<file path="src/rtl/uart_pkg.sv">
// Shared types and widths for the UART transmit-side arbitration logic.
package uart_pkg;

    typedef enum logic {
        IDLE  = 1'b0,
        GRANT = 1'b1
    } arb_state_e;

    localparam int UART_BYTE_W = 8;
    localparam int BYTE_CNT_W  = 16;

endpackage

</file>
<file path="src/rtl/uart_rr_picker.sv">
// Combinational round-robin picker: rotate the request vector by rr_ptr_i,
// take the lowest set bit, then rotate the result back to an absolute index.
module uart_rr_picker #(
    parameter int NUM_REQ = 4,
    parameter int IDX_W   = 2
) (
    input  logic [NUM_REQ-1:0] req_i,
    input  logic [IDX_W-1:0]   rr_ptr_i,
    output logic [NUM_REQ-1:0] grant_o,
    output logic [IDX_W-1:0]   grant_idx_o,
    output logic               valid_o
);

    logic [2*NUM_REQ-1:0] req_dbl;
    logic [NUM_REQ-1:0]   req_rot;
    logic [IDX_W:0]       offset;
    logic [IDX_W:0]       idx_sum;

    // Doubling the vector lets a plain part-select perform the modulo rotate.
    assign req_dbl = {req_i, req_i};
    assign req_rot = req_dbl[rr_ptr_i +: NUM_REQ];

    always_comb begin
        offset  = '0;
        valid_o = 1'b0;
        for (int k = NUM_REQ - 1; k >= 0; k--) begin
            if (req_rot[k]) begin
                offset  = (IDX_W + 1)'(k);
                valid_o = 1'b1;
            end
        end
        idx_sum = {1'b0, rr_ptr_i} + offset;
        if (idx_sum >= (IDX_W + 1)'(NUM_REQ)) begin
            idx_sum = idx_sum - (IDX_W + 1)'(NUM_REQ);
        end
        grant_idx_o = idx_sum[IDX_W-1:0];
        grant_o     = '0;
        if (valid_o) begin
            grant_o[grant_idx_o] = 1'b1;
        end
    end

endmodule

</file>
<file path="src/rtl/uart_tx_arbiter.sv">
// Packet-granular round-robin arbiter sharing the UART transmit port between NUM_REQ requesters.
// Define UART_ARB_TIMEOUT_EN to build the stalled-owner timeout (TIMEOUT_CYC, timeout_err).
module uart_tx_arbiter
    import uart_pkg::*;
#(
    parameter int NUM_REQ     = 4,
    parameter int IDX_W       = 2
`ifdef UART_ARB_TIMEOUT_EN
    ,
    parameter int TIMEOUT_CYC = 1024
`endif
) (
    input  logic                           clk,
    input  logic                           rst,
    input  logic [NUM_REQ-1:0]             req_valid,
    input  logic [UART_BYTE_W*NUM_REQ-1:0] req_data,
    input  logic [NUM_REQ-1:0]             req_last,
    output logic [NUM_REQ-1:0]             req_ready,
    output logic [UART_BYTE_W-1:0]         tx_data,
    output logic                           tx_valid,
    input  logic                           tx_ready,
    output logic [NUM_REQ-1:0]             grant,
    output logic [IDX_W-1:0]               grant_idx,
    output logic                           busy,
    output logic [BYTE_CNT_W-1:0]          byte_cnt,
    output logic                           timeout_err
);

    arb_state_e              state_q, state_d;
    logic [IDX_W-1:0]        rr_ptr_q, rr_ptr_d;
    logic [IDX_W-1:0]        grant_idx_q, grant_idx_d;
    logic [NUM_REQ-1:0]      grant_q, grant_d;
    logic [BYTE_CNT_W-1:0]   byte_cnt_q, byte_cnt_d;
    logic [NUM_REQ-1:0]      pick_grant;
    logic [IDX_W-1:0]        pick_idx;
    logic                    pick_valid;
    logic                    owner_valid;
    logic                    owner_last;
    logic                    xfer;
    logic [IDX_W-1:0]        next_ptr;

    uart_rr_picker #(
        .NUM_REQ (NUM_REQ),
        .IDX_W   (IDX_W)
    ) u_picker (
        .req_i       (req_valid),
        .rr_ptr_i    (rr_ptr_q),
        .grant_o     (pick_grant),
        .grant_idx_o (pick_idx),
        .valid_o     (pick_valid)
    );

    assign owner_valid = req_valid[grant_idx_q];
    assign owner_last  = req_last[grant_idx_q];
    assign xfer        = (state_q == GRANT) && owner_valid && tx_ready;
    assign next_ptr    = (grant_idx_q == IDX_W'(NUM_REQ - 1)) ? '0 : grant_idx_q + IDX_W'(1);

    always_comb begin
        tx_valid  = 1'b0;
        tx_data   = '0;
        req_ready = '0;
        if (state_q == GRANT) begin
            tx_valid  = owner_valid;
            tx_data   = req_data[grant_idx_q*UART_BYTE_W +: UART_BYTE_W];
            req_ready = grant_q & {NUM_REQ{tx_ready}};
        end
    end

`ifdef UART_ARB_TIMEOUT_EN
    logic [15:0] idle_cnt_q, idle_cnt_d;
    logic        timeout_err_q, timeout_err_d;
`endif

    always_comb begin
        state_d     = state_q;
        rr_ptr_d    = rr_ptr_q;
        grant_d     = grant_q;
        grant_idx_d = grant_idx_q;
        byte_cnt_d  = byte_cnt_q;
        if (xfer) begin
            byte_cnt_d = byte_cnt_q + BYTE_CNT_W'(1);
        end
        case (state_q)
            IDLE: begin
                if (pick_valid) begin
                    state_d     = GRANT;
                    grant_d     = pick_grant;
                    grant_idx_d = pick_idx;
                end
            end
            GRANT: begin
                if (xfer && owner_last) begin
                    state_d  = IDLE;
                    grant_d  = '0;
                    rr_ptr_d = next_ptr;
                end
            end
            default: state_d = IDLE;
        endcase
`ifdef UART_ARB_TIMEOUT_EN
        idle_cnt_d    = '0;
        timeout_err_d = 1'b0;
        // A silent owner is evicted once it has idled TIMEOUT_CYC grant cycles.
        if (state_q == GRANT && !owner_valid) begin
            idle_cnt_d = idle_cnt_q + 16'(1);
            if (idle_cnt_d == 16'(TIMEOUT_CYC)) begin
                state_d       = IDLE;
                grant_d       = '0;
                rr_ptr_d      = next_ptr;
                timeout_err_d = 1'b1;
                idle_cnt_d    = '0;
            end
        end
`endif
    end

    always_ff @(posedge clk) begin
        if (rst) begin
            state_q     <= IDLE;
            rr_ptr_q    <= '0;
            grant_q     <= '0;
            grant_idx_q <= '0;
            byte_cnt_q  <= '0;
        end else begin
            state_q     <= state_d;
            rr_ptr_q    <= rr_ptr_d;
            grant_q     <= grant_d;
            grant_idx_q <= grant_idx_d;
            byte_cnt_q  <= byte_cnt_d;
        end
    end

`ifdef UART_ARB_TIMEOUT_EN
    always_ff @(posedge clk) begin
        if (rst) begin
            idle_cnt_q    <= '0;
            timeout_err_q <= 1'b0;
        end else begin
            idle_cnt_q    <= idle_cnt_d;
            timeout_err_q <= timeout_err_d;
        end
    end

    assign timeout_err = timeout_err_q;
`else
    assign timeout_err = 1'b0;
`endif

    assign grant     = grant_q;
    assign grant_idx = grant_idx_q;
    assign busy      = (state_q == GRANT);
    assign byte_cnt  = byte_cnt_q;

endmodule

</file>
<file path="config.mk">
export PLATFORM = sky130hd
export DESIGN_NAME = uart_tx_arbiter
export DESIGN_NICKNAME = d
export VERILOG_FILES = /design/src/rtl/uart_pkg.sv /design/src/rtl/uart_rr_picker.sv /design/src/rtl/uart_tx_arbiter.sv
export SDC_FILE = /design/constraint.sdc
export NUM_CORES = 1
export LEC_CHECK = 0
export ABC_CLOCK_PERIOD_IN_PS = 3400
export CORE_AREA = 5 5 76 50
export CTS_BUF_LIST = sky130_fd_sc_hd__clkbuf_8 sky130_fd_sc_hd__clkbuf_16
export DETAILED_ROUTE_END_ITERATION = 12
export DIE_AREA = 0 0 81 55
export DONT_BUFFER_PORTS = 1
export PLACE_DENSITY = 0.68
export RECOVER_POWER = 25
export SLEW_MARGIN = 10
export SYNTH_ARGS = -nofsm -noshare
export SYNTH_HDL_FRONTEND = slang
export SYNTH_SLANG_ARGS = --single-unit
</file>
<file path="constraint.sdc">
create_clock -name clk -period 3.4 [get_ports clk]
set_input_delay 0.34 -clock clk [delete_from_list [all_inputs] [get_ports clk]]
set_output_delay 0.34 -clock clk [all_outputs]
set_load 0.05 [all_outputs]
</file>
==> flow_metrics.tcl <==
set metrics [dict create \
    peakVddDrop_mv 0.2780 \
    reg2reg_depth 5 \
    rsz0062_at_grt "false" \
    netlist-cell-type-count 38 \
    detail_route.wl_per_cell_um 18.27 \
    synth_top_cell_by_area "dfxtp_1" \
    crit_fanout 12 \
    hp-start "rst" \
    root_buffer "clkbuf_8" \
    fin_nets 219 \
    synth_area_leaders "dfxtp_1, mux4_2, nor2_1, xnor2_1, and2_1" \
    holdCritPathClass "input pin to flop" \
    crit_family "buffers and inverters" \
    reg2reg_slack_ps 1020 \
    vias 1281 \
    setup_slack_ps 725.4 \
    reg2reg_from "grant_idx[1]$_SDFFE_PP0P_" \
    io_pins 80 \
    cp-start-kind "flop" \
    ys_ff_latch 25 \
    syn_to_final_growth_pct 2.846 \
    cp.buffers_inverters 1 \
    clock_power_share_pct 25.7 \
    synth_warnings 0 \
    mostFrequentLayoutCells "nor2_1, dfxtp_1, and2_1" \
    power_density_nw_per_um2 416.4 \
    clock_sinks 25 \
    synthXorXnorAreaFrac_pct 8.300 \
    synth.top_cell.area_share_pct 31.62 \
    hold_depth 1 \
    max_freq_mhz 373.9 \
    swShare_pct 34.57 \
    cts_hold_buf 0 \
    core_um2 3083 \
    finalMaxSlewViolations 0 \
    max_slew_margin_pct 23.36 \
    clock-skew-final_ps 1.267 \
    min_to "byte_cnt[9]$_SDFFE_PP0P_" \
    arrival_ps 2330 \
    post_cts_resized 0 \
    grt_pass1_wl_um 6292 \
    synth.area.mux_share_pct 15.49 \
    critPathLaunch "grant_idx[1]$_SDFFE_PP0P_" \
    slowest_stage "clkbuf_1" \
    comb_power_share_pct 23.6 \
    setup_viol 0 \
    ys_seq_area_share_pct 31.62 \
    fp-row-count 16 \
    crit_type "flop to primary output" \
    place.port_buffers 0 \
    die-area_um2 4455 \
    synth_fp_nets 225 \
    fin_crit_sh_pct 78.66 \
    finalSetupTns_ps 0 \
    synth_compound_area_share_pct 9.644 \
    path_cells "clkbuf_1, mux4_2, and2_1" \
    cts_htree_levels 1 \
    r2r-end "grant[2]$_SDFFE_PP0P_" \
    fin_util_pct 52.80 \
    yosys.area_share.simple_pct 27.11 \
    die_w_um 81 \
    leakage_nw 0.5671 \
    wirelength_um 3965 \
    drcViolationCount 0 \
    clk_pin_slew_ps 80 \
    grt_max_degree 28 \
    layout_commonest_cell "nor2_1" \
    clk_latency_ps 270 \
    p_int_mw 0.4435 \
    cts_setup_buffers 0 \
    grt_pass1_vias 1269 \
    power_frac_seq_pct 50.7 \
    max-clock-path-buffers 2 \
    synth.cell_area_um2 1583 \
    layout-drive-gt1-share_pct 9.302 \
    hold_viol 0 \
    synth.avg_cell_area_um2 8.842 \
    post-place-ws_ps 1206 \
    worst_pin_slew_ps 1150 \
    worstPathRequired_ps 3060 \
    start_util_pct 51.34 \
    power.switching_mw 0.2344 \
    slowest_delay_ps 870 \
    gp_congestion 0.7642 \
    drv_cap 0 \
    antenna_left 0 \
    grt_antenna_before_repair 0 \
    worstSetupEndpointType "primary output" \
    tritoncts "done" \
    cts_made_buffers 3 \
    die_y_um 55 \
    drt_iter0_markers 116 \
    fin_crit_ps 2675 \
    synthAdderAreaFrac_pct 2.372 \
    syn-instance-count 179 \
    dr.pass1.iters 5 \
    status "completed" \
    grtUsageTotal_pct 19.03 \
    antennaDiodeCount 0 \
    gr-total-overflow 0 \
    vias_per_cell 5.903 \
    dp_hpwl_um 3044 \
    synth_top_family_by_area "simple AND/OR/NAND/NOR gates" \
]
## registers in the layout (all words and copies together), names as in the netlist
| register | count |
|---|---|
| busy | 1 |
| byte_cnt | 16 |
| grant | 4 |
| grant_idx | 2 |
| rr_ptr_q | 2 |
## Yosys cell counts, drive strengths merged
| master | instances |
|---|---|
| nand4 | 1 |
| nor3b | 1 |
| nand4b | 2 |
| and3 | 6 |
| a211o | 1 |
| nor3 | 9 |
| nor4 | 1 |
| mux2i | 2 |
| inv | 4 |
| and4 | 1 |
| nor2 | 27 |
| and2 | 12 |
| xor2 | 5 |
| nand2b | 2 |
| or3 | 4 |
| clkbuf | 4 |
| xnor2 | 10 |
| a32oi | 1 |
| mux4 | 10 |
| dfxtp | 25 |
| o32ai | 4 |
| nand2 | 9 |
| a21o | 1 |
| nand3b | 1 |
| o21ai | 5 |
| conb | 1 |
| ha | 3 |
| a2111o | 1 |
| buf | 9 |
| a31oi | 1 |
| a211oi | 2 |
| nand3 | 7 |
| a21oi | 7 |
## layout make-up
cell class / count / area (µm²)
timing repair buffer: 2 / 11.26
clock inverter: 1 / 3.754
inverter: 4 / 15.01
clock buffer: 3 / 41.29
fill: 295 / 1455
tap: 45 / 56.30
multi-input combinational: 137 / 999.7
sequential: 25 / 500.5
## how the worst max path moves through the flow
stage | endpoint | cells after the start
2_1_floorplan | tx_data[0] | 3
3_3_place_gp | byte_cnt[13]$_SDFFE_PP0P_ | 5
3_5_place_dp | grant[0]$_SDFFE_PP0P_ | 5
4_1_cts | tx_data[0] | 2
5_1_grt | tx_data[0] | 3
6_report | tx_data[0] | 3
## logic make-up (layout without fill, tap and decap cells)
group	count (synthesis)	in the layout
AND/OR/NAND/NOR	83	83
flip-flops	25	25
AO/OA/AOI/OAI	23	23
buffers and inverters	17	10
XOR/XNOR	15	15
multiplexers	12	12
adder cells (fa/ha/maj)	3	3
other	1	1
## through the flow
step	area [µm²]	power, mW	std cells	hold slack, ps
after floorplan	1583	0.5006	179	556.2
after global placement	1587	0.5063	213	413.0
after detailed placement	1587	0.5112	213	415.7
after CTS	1632	0.6841	217	120.4
after global routing	1628	0.7096	217	110.2
final	1628	0.6779	217	125.9
## layer usage
metal	wire length, µm	vias to the layer above	GRT usage, %
met5	0	-	0
met4	59	0	6.742
met3	364	7	8.414
met2	1845	43	29.56
met1	1695	607	23.75
li1	-	624	-
## power groups by stage
stage	combinational, mW	clock (mW)	sequential, mW
after floorplan	0.155	0	0.346
after global placement	0.156	0	0.350
after CTS	0.160	0.179	0.344
final	0.160	0.174	0.344
after global routing	0.170	0.192	0.348
after detailed placement	0.160	0	0.351
No activity file was read; power rests on OpenSTA's default activity.
